`config.mk`:
```
export PLATFORM = sky130hd
export DESIGN_NAME = dmem_arbiter_flat
export DESIGN_NICKNAME = d
export VERILOG_FILES = /design/src/rtl/dmem_arbiter_if.sv /design/src/rtl/dmem_arbiter.sv /design/src/flat_wrapper.sv
export SDC_FILE = /design/constraint.sdc
export NUM_CORES = 1
export LEC_CHECK = 0
export ABC_AREA = 1
export BUFFER_PORTS_ARGS = -buffer_cell sky130_fd_sc_hd__buf_4
export CORE_AREA = 2 2 121 123
export CTS_BUF_LIST = sky130_fd_sc_hd__clkbuf_4 sky130_fd_sc_hd__clkbuf_8
export CTS_CLUSTER_DIAMETER = 80
export DETAILED_ROUTE_END_ITERATION = 16
export DIE_AREA = 0 0 123 125
export GPL_TIMING_DRIVEN = 0
export PLACE_DENSITY = 0.63
export SYNTH_ARGS = -nofsm -noshare
export SYNTH_HDL_FRONTEND = slang
export SYNTH_SLANG_ARGS = --single-unit
```
`constraint.sdc`:
```
create_clock -name clock -period 2.2 [get_ports clock]
set_input_delay 0.22 -clock clock [delete_from_list [all_inputs] [get_ports clock]]
set_output_delay 0.22 -clock clock [all_outputs]
set_load 0.05 [all_outputs]
```
`src/rtl/dmem_arbiter_if.sv`:
```
// Bundle of every signal between the two requesters (P = processor load/store,
// D = debug/DMA loader), the arbiter and the data memory.
// Handshake: a requester holds *_req with its address/controls stable; an access
// happens in a cycle only when that cycle's grant (P: p_req & ~p_stall, D: d_gnt)
// is high. A refused requester keeps the same request up until it is granted.
// The master modport is the environment (requesters + dmem); the slave modport is
// the arbiter.
interface dmem_arbiter_if #(
    parameter int ADDR_W = 32,
    parameter int DATA_W = 32
);
    // processor port
    logic                p_req;
    logic [0:ADDR_W-1]   p_addr;
    logic [0:DATA_W-1]   p_wdata;
    logic                p_we;
    logic                p_byte;
    logic                p_half;
    logic                p_sext;
    logic [0:DATA_W-1]   p_rdata;
    logic                p_stall;
    // debug/DMA loader port
    logic                d_req;
    logic [0:ADDR_W-1]   d_addr;
    logic [0:DATA_W-1]   d_wdata;
    logic                d_we;
    logic                d_byte;
    logic                d_half;
    logic                d_sext;
    logic                d_gnt;
    logic [0:DATA_W-1]   d_rdata;
    logic                d_rvalid;
    // data memory side
    logic [0:ADDR_W-1]   m_addr;
    logic [0:DATA_W-1]   m_wdata;
    logic                m_we;
    logic                m_byte;
    logic                m_half;
    logic                m_sext;
    logic [0:DATA_W-1]   m_rdata;

    modport master (
        output p_req, p_addr, p_wdata, p_we, p_byte, p_half, p_sext,
        input  p_rdata, p_stall,
        output d_req, d_addr, d_wdata, d_we, d_byte, d_half, d_sext,
        input  d_gnt, d_rdata, d_rvalid,
        input  m_addr, m_wdata, m_we, m_byte, m_half, m_sext,
        output m_rdata
    );

    modport slave (
        input  p_req, p_addr, p_wdata, p_we, p_byte, p_half, p_sext,
        output p_rdata, p_stall,
        input  d_req, d_addr, d_wdata, d_we, d_byte, d_half, d_sext,
        output d_gnt, d_rdata, d_rvalid,
        output m_addr, m_wdata, m_we, m_byte, m_half, m_sext,
        input  m_rdata
    );
endinterface

```
`src/rtl/dmem_arbiter.sv`:
```
// Two-port arbiter in front of the single data memory. P wins by default; a
// saturating wait counter forces one D grant after MAX_WAIT consecutive lost
// D cycles. Grants are combinational so P keeps its single-cycle load path;
// D read data comes back registered one cycle after its grant.
module dmem_arbiter #(
    parameter int ADDR_W   = 32,
    parameter int DATA_W   = 32,
    parameter int MAX_WAIT = 4     // 1..15
) (
    input  logic        clock,
    input  logic        reset,         // synchronous, active-low
    dmem_arbiter_if.slave bus,
    output logic        dbg_mode,      // 0 = MODE_P, 1 = MODE_D
    output logic [3:0]  dbg_wait_cnt
);

    typedef enum logic {
        MODE_P = 1'b0,
        MODE_D = 1'b1
    } mode_e;

    localparam logic [3:0] MAX_WAIT_C = 4'(MAX_WAIT);

    mode_e             mode_q, mode_d;
    logic [3:0]        wait_q, wait_d;
    logic              p_gnt, d_gnt;
    logic [0:DATA_W-1] d_rdata_q;
    logic              d_rvalid_q;

    // Same-cycle grant; while reset is low nobody is granted, so no write reaches dmem.
    always_comb begin
        p_gnt = 1'b0;
        d_gnt = 1'b0;
        if (reset) begin
            case (mode_q)
                MODE_P: begin
                    p_gnt = bus.p_req;
                    d_gnt = bus.d_req & ~bus.p_req;
                end
                MODE_D: begin
                    d_gnt = bus.d_req;
                    p_gnt = bus.p_req & ~bus.d_req;
                end
                default: begin
                    p_gnt = 1'b0;
                    d_gnt = 1'b0;
                end
            endcase
        end
    end

    // Starvation counter and mode: MODE_D is entered when D has lost MAX_WAIT
    // cycles in a row and always lasts exactly one cycle.
    always_comb begin
        wait_d = 4'd0;
        mode_d = MODE_P;
        if (bus.d_req && !d_gnt) begin
            wait_d = (wait_q >= MAX_WAIT_C) ? MAX_WAIT_C : wait_q + 4'd1;
        end
        if (mode_q == MODE_P && wait_d == MAX_WAIT_C) begin
            mode_d = MODE_D;
        end
    end

    // Memory mux: the granted requester drives dmem; idle bus is all zero.
    always_comb begin
        bus.m_addr  = '0;
        bus.m_wdata = '0;
        bus.m_we    = 1'b0;
        bus.m_byte  = 1'b0;
        bus.m_half  = 1'b0;
        bus.m_sext  = 1'b0;
        if (p_gnt) begin
            bus.m_addr  = bus.p_addr;
            bus.m_wdata = bus.p_wdata;
            bus.m_we    = bus.p_we;
            bus.m_byte  = bus.p_byte;
            bus.m_half  = bus.p_half;
            bus.m_sext  = bus.p_sext;
        end else if (d_gnt) begin
            bus.m_addr  = bus.d_addr;
            bus.m_wdata = bus.d_wdata;
            bus.m_we    = bus.d_we;
            bus.m_byte  = bus.d_byte;
            bus.m_half  = bus.d_half;
            bus.m_sext  = bus.d_sext;
        end
    end

    // State register plus registered D read return.
    always_ff @(posedge clock) begin
        if (!reset) begin
            mode_q     <= MODE_P;
            wait_q     <= 4'd0;
            d_rdata_q  <= '0;
            d_rvalid_q <= 1'b0;
        end else begin
            mode_q     <= mode_d;
            wait_q     <= wait_d;
            d_rvalid_q <= d_gnt & ~bus.d_we;
            if (d_gnt && !bus.d_we) begin
                d_rdata_q <= bus.m_rdata;
            end
        end
    end

    // d_rvalid is also masked by reset so a read granted just before reset
    // never reports data while reset is held.
    assign bus.d_gnt    = d_gnt;
    assign bus.p_stall  = bus.p_req & d_gnt;
    assign bus.p_rdata  = p_gnt ? bus.m_rdata : '0;
    assign bus.d_rdata  = d_rdata_q;
    assign bus.d_rvalid = d_rvalid_q & reset;

    assign dbg_mode     = mode_q;
    assign dbg_wait_cnt = wait_q;

endmodule

```
`src/flat_wrapper.sv`:
```
// flat-port wrapper written by rule: the top's interface ports become plain ports
module dmem_arbiter_flat 
#(
    parameter int ADDR_W   = 32,
    parameter int DATA_W   = 32,
    parameter int MAX_WAIT = 4             
)
  (clock, reset, dbg_mode, dbg_wait_cnt, bus_p_req, bus_p_addr, bus_p_wdata, bus_p_we, bus_p_byte, bus_p_half, bus_p_sext, bus_p_rdata, bus_p_stall, bus_d_req, bus_d_addr, bus_d_wdata, bus_d_we, bus_d_byte, bus_d_half, bus_d_sext, bus_d_gnt, bus_d_rdata, bus_d_rvalid, bus_m_addr, bus_m_wdata, bus_m_we, bus_m_byte, bus_m_half, bus_m_sext, bus_m_rdata);
  dmem_arbiter_if #(.ADDR_W(ADDR_W), .DATA_W(DATA_W)) bus_i ();
  input  logic clock;
  input  logic reset;
  output logic dbg_mode;
  output logic [3:0] dbg_wait_cnt;
  input wire logic [$bits(bus_i.p_req)-1:0] bus_p_req;
  input wire logic [$bits(bus_i.p_addr)-1:0] bus_p_addr;
  input wire logic [$bits(bus_i.p_wdata)-1:0] bus_p_wdata;
  input wire logic [$bits(bus_i.p_we)-1:0] bus_p_we;
  input wire logic [$bits(bus_i.p_byte)-1:0] bus_p_byte;
  input wire logic [$bits(bus_i.p_half)-1:0] bus_p_half;
  input wire logic [$bits(bus_i.p_sext)-1:0] bus_p_sext;
  output wire logic [$bits(bus_i.p_rdata)-1:0] bus_p_rdata;
  output wire logic [$bits(bus_i.p_stall)-1:0] bus_p_stall;
  input wire logic [$bits(bus_i.d_req)-1:0] bus_d_req;
  input wire logic [$bits(bus_i.d_addr)-1:0] bus_d_addr;
  input wire logic [$bits(bus_i.d_wdata)-1:0] bus_d_wdata;
  input wire logic [$bits(bus_i.d_we)-1:0] bus_d_we;
  input wire logic [$bits(bus_i.d_byte)-1:0] bus_d_byte;
  input wire logic [$bits(bus_i.d_half)-1:0] bus_d_half;
  input wire logic [$bits(bus_i.d_sext)-1:0] bus_d_sext;
  output wire logic [$bits(bus_i.d_gnt)-1:0] bus_d_gnt;
  output wire logic [$bits(bus_i.d_rdata)-1:0] bus_d_rdata;
  output wire logic [$bits(bus_i.d_rvalid)-1:0] bus_d_rvalid;
  output wire logic [$bits(bus_i.m_addr)-1:0] bus_m_addr;
  output wire logic [$bits(bus_i.m_wdata)-1:0] bus_m_wdata;
  output wire logic [$bits(bus_i.m_we)-1:0] bus_m_we;
  output wire logic [$bits(bus_i.m_byte)-1:0] bus_m_byte;
  output wire logic [$bits(bus_i.m_half)-1:0] bus_m_half;
  output wire logic [$bits(bus_i.m_sext)-1:0] bus_m_sext;
  input wire logic [$bits(bus_i.m_rdata)-1:0] bus_m_rdata;
  assign bus_i.p_req = bus_p_req;
  assign bus_i.p_addr = bus_p_addr;
  assign bus_i.p_wdata = bus_p_wdata;
  assign bus_i.p_we = bus_p_we;
  assign bus_i.p_byte = bus_p_byte;
  assign bus_i.p_half = bus_p_half;
  assign bus_i.p_sext = bus_p_sext;
  assign bus_p_rdata = bus_i.p_rdata;
  assign bus_p_stall = bus_i.p_stall;
  assign bus_i.d_req = bus_d_req;
  assign bus_i.d_addr = bus_d_addr;
  assign bus_i.d_wdata = bus_d_wdata;
  assign bus_i.d_we = bus_d_we;
  assign bus_i.d_byte = bus_d_byte;
  assign bus_i.d_half = bus_d_half;
  assign bus_i.d_sext = bus_d_sext;
  assign bus_d_gnt = bus_i.d_gnt;
  assign bus_d_rdata = bus_i.d_rdata;
  assign bus_d_rvalid = bus_i.d_rvalid;
  assign bus_m_addr = bus_i.m_addr;
  assign bus_m_wdata = bus_i.m_wdata;
  assign bus_m_we = bus_i.m_we;
  assign bus_m_byte = bus_i.m_byte;
  assign bus_m_half = bus_i.m_half;
  assign bus_m_sext = bus_i.m_sext;
  assign bus_i.m_rdata = bus_m_rdata;
  dmem_arbiter #(.ADDR_W(ADDR_W), .DATA_W(DATA_W), .MAX_WAIT(MAX_WAIT)) u_core (.clock(clock), .reset(reset), .bus(bus_i), .dbg_mode(dbg_mode), .dbg_wait_cnt(dbg_wait_cnt));
endmodule
```
; ---- Yosys cells after proc, flatten, opt, wreduce, memory -nomap -nowiden
; Cells that the tools add are included.
[word_totals]
rom_bits = 0
mem_bits_rw = 0
word_cells = 41
mem_count = 0
reg_bits = 38
latch_bits = 0
out_inout_bits = 140
[op_classes]
reduce_logical = 5
shift = 0
div_mod_pow = 0
bitwise_logic = 9
n_eq_ne = 1
addsub = 1
mux = 20
order_cmp = 1
multipliers = 0
[op_table]
columns = op, count
row1 = $mux 32, 5
row2 = $mux 1, 11
row3 = $mux 4, 2
row4 = $and 1x1->1, 5
row5 = $add 4x1->4 const B, 1
row6 = $eq 4x3->1 const B, 1
row7 = $ge 4x3->1 const B, 1
row8 = $not 1->1, 4
row9 = $pmux 1 s2, 2
row10 = $logic_and 1x1->1, 3
row11 = $logic_not 1->1, 2

; ---- Longest topological paths before layout
; Gate-level depths: netlist of the first run.
[logic_depth]
word_depth = 10
ltp_mapped = 9
mapped_depth_nobuf = 6

; ---- Worst setup path before layout of the first run
; OpenSTA, ideal clock, no wires.
[synth_path]
path_kind = register to output
from = register u_core.mode_q (netlist: u_core.dbg_mode)
to = output bus_m_wdata[22]
n_path_buf = 1
setup_slack_ps = -124
stages_incl_launch_ff = 5
t_arrival_ps = 2104
cell_sequence = dfxtp_1 > nand2_1 > nand3_2 > buf_1 > o21ai_0
[synth_between]
elab_chain_cells = 5
elab_cells_between_ends = 7
[synth_rtl]
columns = item, line
row1 = start: declaration, dmem_arbiter.sv:24  ; mode_e mode_q, mode_d;
row2 = start signal: assignment, dmem_arbiter.sv:98  ; mode_q <= mode_d;
row3 = $not 1->1, dmem_arbiter.sv:35  ; case (mode_q)
row4 = $pmux 1 s2, dmem_arbiter.sv:35
row5 = $mux 1, dmem_arbiter.sv:34  ; if (reset) begin
row6 = $mux 32, dmem_arbiter.sv:80  ; end else if (d_gnt) begin
row7 = $mux 32 *, dmem_arbiter.sv:73  ; if (p_gnt) begin
row8 = end: declaration, flat_wrapper.sv:34  ; output wire logic [$bits(bus_i.m_wdata)-1:0] bus_m_wdata;
; Every way passes the cells marked *; elsewhere a longest branch is shown, timed or not.

; ---- Final worst setup path of the first run
[layout_path]
from = register u_core.mode_q (netlist: u_core.dbg_mode)
to = output bus_m_wdata[18]
; Same word-level chain as after synthesis.

==> results of run 1 <==
[logic make-up after synthesis]
logic type / Yosys count / synth area share, %
compound gates: 69 / 11.5
simple gates: 246 / 34.8
other cells: 1 / 0.125
fa+ha+maj: 1 / 0.417
buf+inv: 206 / 27.7
flops: 38 / 25.3
[synthesized netlist by cell type]
cell,count
inv_1,170
nand2_1,138
nor2_1,68
o21ai_0,48
dfxtp_1,38
nand4_1,33
o21ai_1,20
buf_2,17
clkbuf_1,10
buf_6,4
buf_1,2
nand2_4,2
nor3_1,2
clkinv_1,1
clkinv_4,1
conb_1,1
ha_1,1
inv_4,1
nand2_2,1
nand3_2,1
nand3_4,1
o22ai_1,1
[worst paths after layout]
| check | start | to | slack, ns |
|---|---|---|---|
| worst min-delay path | reset | u_core.bus.d_rdata[20]$_SDFFE_PN0P_ | 0.18 |
| worst max register to register | u_core.dbg_mode$_SDFF_PN0_ | u_core.bus.d_rdata[16]$_SDFFE_PN0P_ | 0.94 |
| worst max-delay path | u_core.dbg_mode$_SDFF_PN0_ | bus_m_wdata[18] | 0.08 |
| worst min register to register | u_core.bus.d_rdata[30]$_SDFFE_PN0P_ | u_core.bus.d_rdata[30]$_SDFFE_PN0P_ | 0.51 |
[metal layers]
layer	vias to the layer above	track usage [%]
met4	0	3.88
met3	15	4.93
met5	-	0
met2	180	31.3
met1	1839	21.5
li1	2260	-
[report_power, final]
part	leakage [nW]	internal [W]	total, W	switching, W
registers	0.309	0.000713	0.000726	0.0000136
clock network	0.0472	0.000252	0.000523	0.000271
logic	3.03	0.000448	0.00123	0.000778
total	3.39	0.00141	0.00248	0.00106
[flip-flops by register name, summed over array words and instances, names as in the netlist]
register	count
u_core.d_rvalid_q	1
u_core.dbg_mode	1
u_core.bus.d_rdata	32
u_core.dbg_wait_cnt	4
[stage by stage]
| step | setup TNS, ns | instances | area (um2) | hold WS, ns |
|---|---|---|---|---|
| 4_1_cts | 0 | 1063 | 5660 | 0.169 |
| 2_1_floorplan | -1.24 | 561 | 3000 | 0.371 |
| 3_5_place_dp | 0 | 1055 | 5560 | 0.497 |
| 6_report | 0 | 1064 | 5670 | 0.184 |
| 3_3_place_gp | 0 | 1055 | 5560 | 0.497 |
| 5_1_grt | 0 | 1063 | 5670 | 0.185 |
[critical path: cells and delay by family (launching register included)]
family / cells / cell delay (ns)
AOI/OAI and AO/OA: 1 / 0.19
buffers and inverters: 5 / 0.70
DFF: 1 / 0.40
and+or+nand+nor: 3 / 0.31
[final cells by class]
type	count	area, um2	area share [%]
tap	184	230	4.06
multi-input combinational	317	1410	24.9
antenna	1	2.50	0.0441
buffer	33	179	3.16
timing repair buffer	310	2330	41.1
clock buffer	6	82.6	1.46
sequential	38	761	13.4
clock inverter	2	12.5	0.221
inverter	173	657	11.6
[what timing repair did]
action / in CTS / in global routing
pin swaps: 0 / 0
gates resized for setup: 1 / 6
setup endpoints to repair: 1 / 3
gates cloned: 0 / 0
hold buffers: 0 / 0
endpoints found under the hold margin: 0 / 0
==> impl_metrics.yaml, run 1 <==
critical_path:
  worstPathMaxFanout: 10
  endpoint_kind: "output port"
  cp-start-kind: "flop"
  cp_data_arrival_time_ns: 1.90
  crit_path_frequent_cell: "buf_6"
  cpMaxStageDelayCell: "dfxtp_1"
  rr_worst_depth: 7
  crit_type: "flop to output port"
  slowest_delay_ns: 0.40
  path_cells: "inv_1 -> nand2_4 -> nand2_4 -> inv_4 -> buf_6 -> buf_6 -> nand2_1 -> o21ai_1 -> buf_6"
  required_ns: 1.98
final_layout:
  drive_gt1_share_pct: 39.7
  layout_common_cells: "309 x buf_4, 170 x inv_1, 138 x nand2_1"
  nets: 1051
  utilization_pct: 39.9
  areaGrowthSynthToFinish_pct: 88.9
  final_common_cell: "buf_4"
  n_fill_cell: 1566
floorplan:
  num_rows: 44
  core_area_um2: 14200
  start_util_pct: 21.1
  die_y_um: 125
  die_area_um2: 15400
  pin_count: 312
  die_w_um: 123
yosys:
  syn_inst: 561
  synthTopCellsByArea: "dfxtp_1 25%, inv_1 21%, nand2_1 17%, nor2_1 8.5%, o21ai_0 8.0%"
  synth.top_cell.area_share_pct: 25.3
  yosysTopAreaCell: "dfxtp_1"
  syn_nets: 734
  seq_area_frac_synth_pct: 25.3
  syn_area_um2: 3000
  synth.avg_cell_area_um2: 5.35
  ys_types: 22
  ys_ff_latch: 38
  ys_warn_count: 0
sta:
  finalClockSkew_ns: 0.00540
  fin_ws_ns: 0.0776
  max_freq_ghz: 0.471
  setup_viol: 0
  fin_crit_sh_pct: 96.5
  timing_hold_violations_final: 0
  report.final.slew_viol_count: 0
  period_needed_ns: 2.12
  rsz0062_at_grt: "false"
route:
  drt_iter0_drc: 217
  postRouteWirelength_um: 14500
  met3_length_um: 1310
  wire_per_inst_um: 13.6
  vias: 4294
  drt-met1-wl_um: 5830
  wl_met2_um: 7170
  ant_nets: 0
  vias_per_cell: 4.04
  drc: 0
  dr.pass1.iters: 4
  top_layer: "met4"
power_and_ir_drop:
  cellLeakagePower_nw: 3.39
  p_per_area_nw_per_um2: 437
  ir_drop_mv: 0.217
  p_total_w: 0.00248
place:
  dp_hpwl_um: 12300
  gp_congestion: 0.846
  io_buffers: 310
  place_ws_ns: 0.307
grt:
  grt_max_degree: 13
  grt_overflow: 0
  antenna_found_initial: 1
  grt_pass1_wl_um: 21300
  grt_pass1_vias: 3955
  track_usage_pct: 17.8
job:
  drv_cap: 0
clock_tree:
  cts_buffers: 5
  htree_levels: 2
  cts_root_buf: "clkbuf_8"
  cts_setup_buffers: 0
  clk_path_buf_depth: 2
  clk_pin_slew_ns: 0.08
  cts_tree: "yes"
  insertion_delay_ns: 0.30
  cts.sinks: 38
worst_hold_path:
  hp-class: "input port to flop"
  worst_hold_path.num_cells: 3
run_status:
  status: "complete, no violations"
Note: power is estimated with default switching activity, not from simulation.
==> run 2: changes to the inputs <==
Settings changed: ABC_AREA 1 to unset, GPL_TIMING_DRIVEN 0 to unset, PLACE_DENSITY 0.63 to 0.59.
==> run 2 against run 1 <==
Effect of this change:
- sequential share of layout area grew 1.7 points
- critical path depth shrank 4
- clock skew shrank 0.0010 ns
- global-route usage shrank 4.1 points
- area after synthesis shrank 21%
- critical path type unchanged
- clock power grew 39%
- first-iteration DRC count shrank 24%
- worst hold slack lost 0.011 ns
==> impl_metrics.yaml, run 2 <==
power_and_ir_drop:
  switching_share_pct: 37.6
  cellLeakagePower_nw: 2.89
  ir_drop_mv: 0.222
  clkPwrFrac_pct: 27.9
  p_per_area_nw_per_um2: 517
  pwr-share-comb_pct: 44.1
  p_int_w: 0.00163
  power.switching_w: 0.000978
  seqPwrFrac_pct: 28.0
route:
  wire_per_inst_um: 14.8
  drt-met1-wl_um: 4180
  ant_nets: 0
  met3_length_um: 958
  drc: 0
  postRouteWirelength_um: 11300
  dr.pass1.iters: 4
  wl_met2_um: 6040
  drt_iter0_drc: 164
  vias_per_cell: 4.17
  vias: 3192
  top_layer: "met4"
floorplan:
  pin_count: 312
  die_w_um: 123
  die_area_um2: 15400
  die_y_um: 125
  core_area_um2: 14200
  num_rows: 44
  start_util_pct: 16.7
grt:
  grt_overflow: 0
  grt_pass1_vias: 3295
  grt_pass1_wl_um: 16900
  antenna_found_initial: 1
  grt_max_degree: 70
  track_usage_pct: 13.8
final_layout:
  final_common_cell: "buf_4"
  areaGrowthSynthToFinish_pct: 112
  n_fill_cell: 1491
  stdcell_count: 765
  nets: 752
  drive_gt1_share_pct: 56.4
  largest_register_ffs: 32
  layout_common_cells: "313 x buf_4, 68 x a22o_1, 38 x dfxtp_1"
place:
  gp_congestion: 0.824
  io_buffers: 311
  dp_hpwl_um: 9350
  dp_cells: 756
critical_path:
  path_buf_inv: 2
  cp-endpoint: "bus_m_addr[12]"
  cp_data_arrival_time_ns: 1.77
  worst_r2r_endpoint: "u_core.bus.d_rdata[11]$_SDFFE_PN0P_"
  worst-path-stages: 5
  cpMaxStageDelayCell: "dfxtp_1"
  cp_top_family: "buffers and inverters"
  required_ns: 1.98
  reg2reg_slack_ns: 0.51
  path_cells: "nor2b_1 -> nor2_4 -> buf_12 -> a22o_1 -> buf_4"
  crit_start: "u_core.dbg_mode$_SDFF_PN0_"
  cp-start-kind: "flop"
  slowest_delay_ns: 0.42
  rr_worst_depth: 4
  r2r_start: "u_core.dbg_mode$_SDFF_PN0_"
  worstPathMaxFanout: 69
  endpoint_kind: "output port"
  crit_type: "flop to output port"
yosys:
  synth_edf_count: 0
  syn_area_um2: 2370
  synth.most_common_cell: "a22o_1"
  ys_warn_count: 0
  ys_ff_latch: 38
  synthTopCellsByArea: "dfxtp_1 32%, a22o_1 25%, mux2i_1 13%, and2_1 9.0%, nand2_1 5.5%"
  ys.flop_type: "dfxtp_1"
  ys_types: 22
  ys_async_sr_fraction_pct: 0
  syn_nets: 454
  yosysTopAreaCell: "dfxtp_1"
  seq_area_frac_synth_pct: 32.1
  syn_inst: 281
  synth_common_cells: "68 x a22o_1, 38 x dfxtp_1, 35 x nand2_1, 34 x and2_1, 34 x inv_1"
  synth.avg_cell_area_um2: 8.45
  synth.top_cell.area_share_pct: 32.1
clock_tree:
  cts_hold_buf: 0
  cts_root_buf: "clkbuf_8"
  insertion_delay_ns: 0.29
  clk_path_buf_depth: 2
  cts.sinks: 38
  cts_buffers: 5
  cts_resized: 0
  cts_tree: "yes"
  cts_setup_buffers: 0
  htree_levels: 2
  clk_pin_slew_ns: 0.09
sta:
  setup_viol: 0
  fin_crit_sh_pct: 90.4
  timing_hold_violations_final: 0
  report.final.slew_viol_count: 0
  rsz0062_at_grt: "false"
  period_needed_ns: 1.99
  finalSetupTns_ns: 0
  finalClockSkew_ns: 0.00440
  max_freq_ghz: 0.503
worst_hold_path:
  hp-class: "input port to flop"
job:
  drv_cap: 0
run_status:
  status: "complete, no violations"
run 2: changes by cell type in the layout (fill, tap and decap cells not counted), sizes merged, moves of 34 or more:
cell	previous run	this run
inv	171	34
o21ai	68	1
nor2	68	3
a22o	0	68
and2	0	34
nand2	141	35
run 2: worst min path at each step:
| stage | slack (ns) | end | depth (start not counted) | from |
|---|---|---|---|---|
| 2_1_floorplan | 0.35 | u_core.bus.d_rdata[0]$_SDFFE_PN0P_ | 2 | bus_m_rdata[31] |
| 4_1_cts | 0.17 | u_core.bus.d_rdata[18]$_SDFFE_PN0P_ | 3 | bus_m_rdata[13] |
| 5_1_grt | 0.17 | u_core.bus.d_rdata[8]$_SDFFE_PN0P_ | 3 | bus_m_rdata[23] |
| 3_3_place_gp | 0.45 | u_core.bus.d_rdata[17]$_SDFFE_PN0P_ | 2 | u_core.bus.d_rdata[17]$_SDFFE_PN0P_ |
| 3_5_place_dp | 0.45 | u_core.bus.d_rdata[23]$_SDFFE_PN0P_ | 2 | u_core.bus.d_rdata[23]$_SDFFE_PN0P_ |
| 6_report | 0.17 | u_core.bus.d_rdata[18]$_SDFFE_PN0P_ | 3 | bus_m_rdata[13] |
run 2: worst register-to-register path, delay by kind of cell, from the launching register on:
family        cells  cell delay [ns]
simple gates      2             0.75
flops             1             0.42
buf+inv           1             0.24
mux               1             0.16
run 2: cell families (layout without fill, tap and decap cells):
kind of cell	Yosys count	after routing	share of synthesized area [%]
AO/OA/AOI/OAI	71	71	25.9
adder cells (fa/ha/maj)	1	1	0.527
buffers and inverters	59	358	11.0
flip-flops	38	38	32.1
multiplexers	32	32	13.5
other	1	2	0.158
AND/OR/NAND/NOR	79	79	16.9
run 2: metrics by stage:
stage / util [%] / total power, W / cell area (um2) / hold slack [ns] / setup WS (ns)
floorplan: - / 0.00140 / 2370 / 0.352 / 0.0503
global placement: 34.5 / 0.00189 / 4900 / 0.445 / 0.545
detailed placement: 34.5 / 0.00190 / 4900 / 0.455 / 0.520
CTS: 35.4 / 0.00264 / 5030 / 0.167 / 0.203
global route: 35.5 / 0.00272 / 5040 / 0.167 / 0.157
finish: 35.5 / 0.00260 / 5040 / 0.172 / 0.211
run 2: layout make-up:
class,count,area [um2],share of cell area (%)
tap,184,230,4.57
sequential,38,761,15.1
multi-input combinational,184,1370,27.2
clock inverter,3,68.8,1.37
inverter,34,128,2.53
clock buffer,5,68.8,1.37
antenna,1,2.50,0.0497
timing repair buffer,316,2410,47.9
run 2: power groups by stage:
stage | clock [W] | sequential, W | combinational, W
floorplan | 0 | 0.000833 | 0.000568
global placement | 0 | 0.000745 | 0.00114
detailed placement | 0 | 0.000745 | 0.00115
CTS | 0.000753 | 0.000730 | 0.00116
global route | 0.000782 | 0.000734 | 0.00120
finish | 0.000726 | 0.000729 | 0.00115
run 2: routing by layer:
metal	GRT usage, %	vias up
met3	3.88	13
met4	3.61	0
met5	0	-
met2	26.4	153
li1	-	1564
met1	14.4	1462
==> run 3: changes to the inputs <==
Settings changed: RECOVER_POWER set to 100.
==> run 3 against run 2 <==
Effect of this change:
- clock skew barely moved
- register-to-register slack got worse by 0.22 ns
- maximum frequency down 3.2%
- largest cell class unchanged
- clock power is essentially flat
- combinational power decreased by 8%
- cell count unchanged
- highest routed layer unchanged
==> impl_metrics.yaml, run 3 (synthesis gave the netlist of run 2 again) <==
grt:
  antenna_found_initial: 1
  grt_max_degree: 70
  gr-usage-met3_pct: 3.88
  met2_usage_pct: 26.4
  grt_pass1_wl_um: 16900
  grtUsageMet1_pct: 14.4
  grt_overflow: 0
  track_usage_pct: 13.8
  top_usage_layer: "met2"
  grt_pass1_vias: 3295
place:
  dp_hpwl_um: 9350
  io_buffers: 311
  dp_cells: 756
  gp_congestion: 0.824
  dpl_cell_area_um2: 4900
worst_hold_path:
  worst_hold_path.num_cells: 3
  hold_end: "u_core.bus.d_rdata[18]$_SDFFE_PN0P_"
  hp-start: "bus_m_rdata[13]"
  hp-class: "input port to flop"
power_and_ir_drop:
  p_per_area_nw_per_um2: 545
  switching_share_pct: 38.9
  ir_drop_mv: 0.220
  p_int_w: 0.00154
  power.switching_w: 0.000979
  pwr-share-comb_pct: 42.1
  cellLeakagePower_nw: 2.60
  clkPwrFrac_pct: 29.0
  seqPwrFrac_pct: 29.0
clock_tree:
  insertion_delay_ns: 0.29
  cts_tree: "yes"
  cts_root_buf: "clkbuf_8"
  htree_levels: 2
  cts.sinks: 38
  clk_path_buf_depth: 2
  cts_buffers: 5
  cts_resized: 0
  cts_hold_buf: 0
  cts_setup_buffers: 0
  clk_pin_slew_ns: 0.09
final_layout:
  utilization_pct: 32.5
  areaGrowthSynthToFinish_pct: 94.5
  n_fill_cell: 1576
  fin_area_um2: 4620
  drive_gt1_share_pct: 47.4
  nets: 752
  final_common_cell: "buf_4"
  stdcell_count: 765
  layout_common_cells: "176 x buf_4, 85 x clkbuf_2, 68 x a22o_1"
  largest_register_ffs: 32
critical_path:
  cp-start-kind: "flop"
  r2r_start: "u_core.dbg_mode$_SDFF_PN0_"
  reg2reg_slack_ns: 0.29
  rr_worst_depth: 4
  worst_r2r_endpoint: "u_core.bus.d_rdata[11]$_SDFFE_PN0P_"
  endpoint_kind: "output port"
  worstPathMaxFanout: 69
  crit_type: "flop to output port"
  cp_data_arrival_time_ns: 1.83
  required_ns: 1.98
sta:
  rsz0062_at_grt: "false"
  finalSetupTns_ns: 0
  fin_crit_sh_pct: 93.3
  setup_viol: 0
  max_freq_ghz: 0.487
  timing_hold_violations_final: 0
  max_slew_margin_pct: 52.8
  report.final.slew_viol_count: 0
  period_needed_ns: 2.05
  max_slew.worst_pin.slew_ns: 0.707
  finalClockSkew_ns: 0.00469
  whs_ns: 0.172
route:
  drc: 0
  postRouteWirelength_um: 11400
  vias: 3172
  vias_per_cell: 4.15
  ant_nets: 0
  wire_per_inst_um: 14.8
  dr.pass1.iters: 4
  drt_iter0_drc: 160
floorplan:
  core_area_um2: 14200
  die_y_um: 125
  pin_count: 312
  die_w_um: 123
  die_area_um2: 15400
  num_rows: 44
  start_util_pct: 16.7
run_status:
  status: "complete, no violations"
job:
  drv_cap: 0
## run 3: layout make-up
cell class	count	area (um2)	area share [%]
diodes	1	2.50	0.0542
flip-flops and latches	38	761	16.5
repair buffers	316	1990	43.1
well taps	184	230	4.99
clock buffers	5	68.8	1.49
inverters	34	128	2.76
multi-input cells	184	1370	29.6
clock inverters	3	68.8	1.49
## run 3: worst max-delay path, stage by stage (launching register included)
cell,delay (ns)
dfxtp_1,0.42
nor2b_1,0.13
nor2_4,0.14
buf_12,0.27
a22o_1,0.24
clkbuf_2,0.30
## run 3: routing by layer
layer | up-vias | share of wire (%)
met5 | - | 0
met4 | 0 | 1.5
met3 | 13 | 8.2
met2 | 158 | 53
met1 | 1438 | 38
li1 | 1563 | -
## run 3: how the worst max path moves through the flow
| stage | startpoint | end | slack, ns | depth (start not counted) |
|---|---|---|---|---|
| after detailed placement | u_core.dbg_mode$_SDFF_PN0_ | u_core.bus.d_rdata[16]$_SDFFE_PN0P_ | 0.52 | 4 |
| after global routing | u_core.dbg_mode$_SDFF_PN0_ | bus_m_addr[12] | 0.08 | 5 |
| after floorplan | u_core.dbg_mode$_SDFF_PN0_ | bus_m_wdata[22] | 0.05 | 4 |
| final | u_core.dbg_mode$_SDFF_PN0_ | bus_m_addr[12] | 0.15 | 5 |
| after global placement | u_core.dbg_mode$_SDFF_PN0_ | bus_m_addr[12] | 0.55 | 5 |
| after CTS | u_core.dbg_mode$_SDFF_PN0_ | bus_m_addr[12] | 0.20 | 5 |
## run 3: stage by stage
stage | setup slack, ns | power, W
6_report | 0.147 | 0.00252
5_1_grt | 0.0818 | 0.00262
4_1_cts | 0.203 | 0.00264
3_5_place_dp | 0.520 | 0.00190
3_3_place_gp | 0.545 | 0.00189
2_1_floorplan | 0.0503 | 0.00140
## run 3: power by group through the flow
stage / Sequential, W / Combinational [W] / Clock (W)
3_3_place_gp: 0.000745 / 0.00114 / 0
6_report: 0.000729 / 0.00106 / 0.000729
2_1_floorplan: 0.000833 / 0.000568 / 0
5_1_grt: 0.000733 / 0.00111 / 0.000782
3_5_place_dp: 0.000745 / 0.00115 / 0
4_1_cts: 0.000730 / 0.00116 / 0.000753
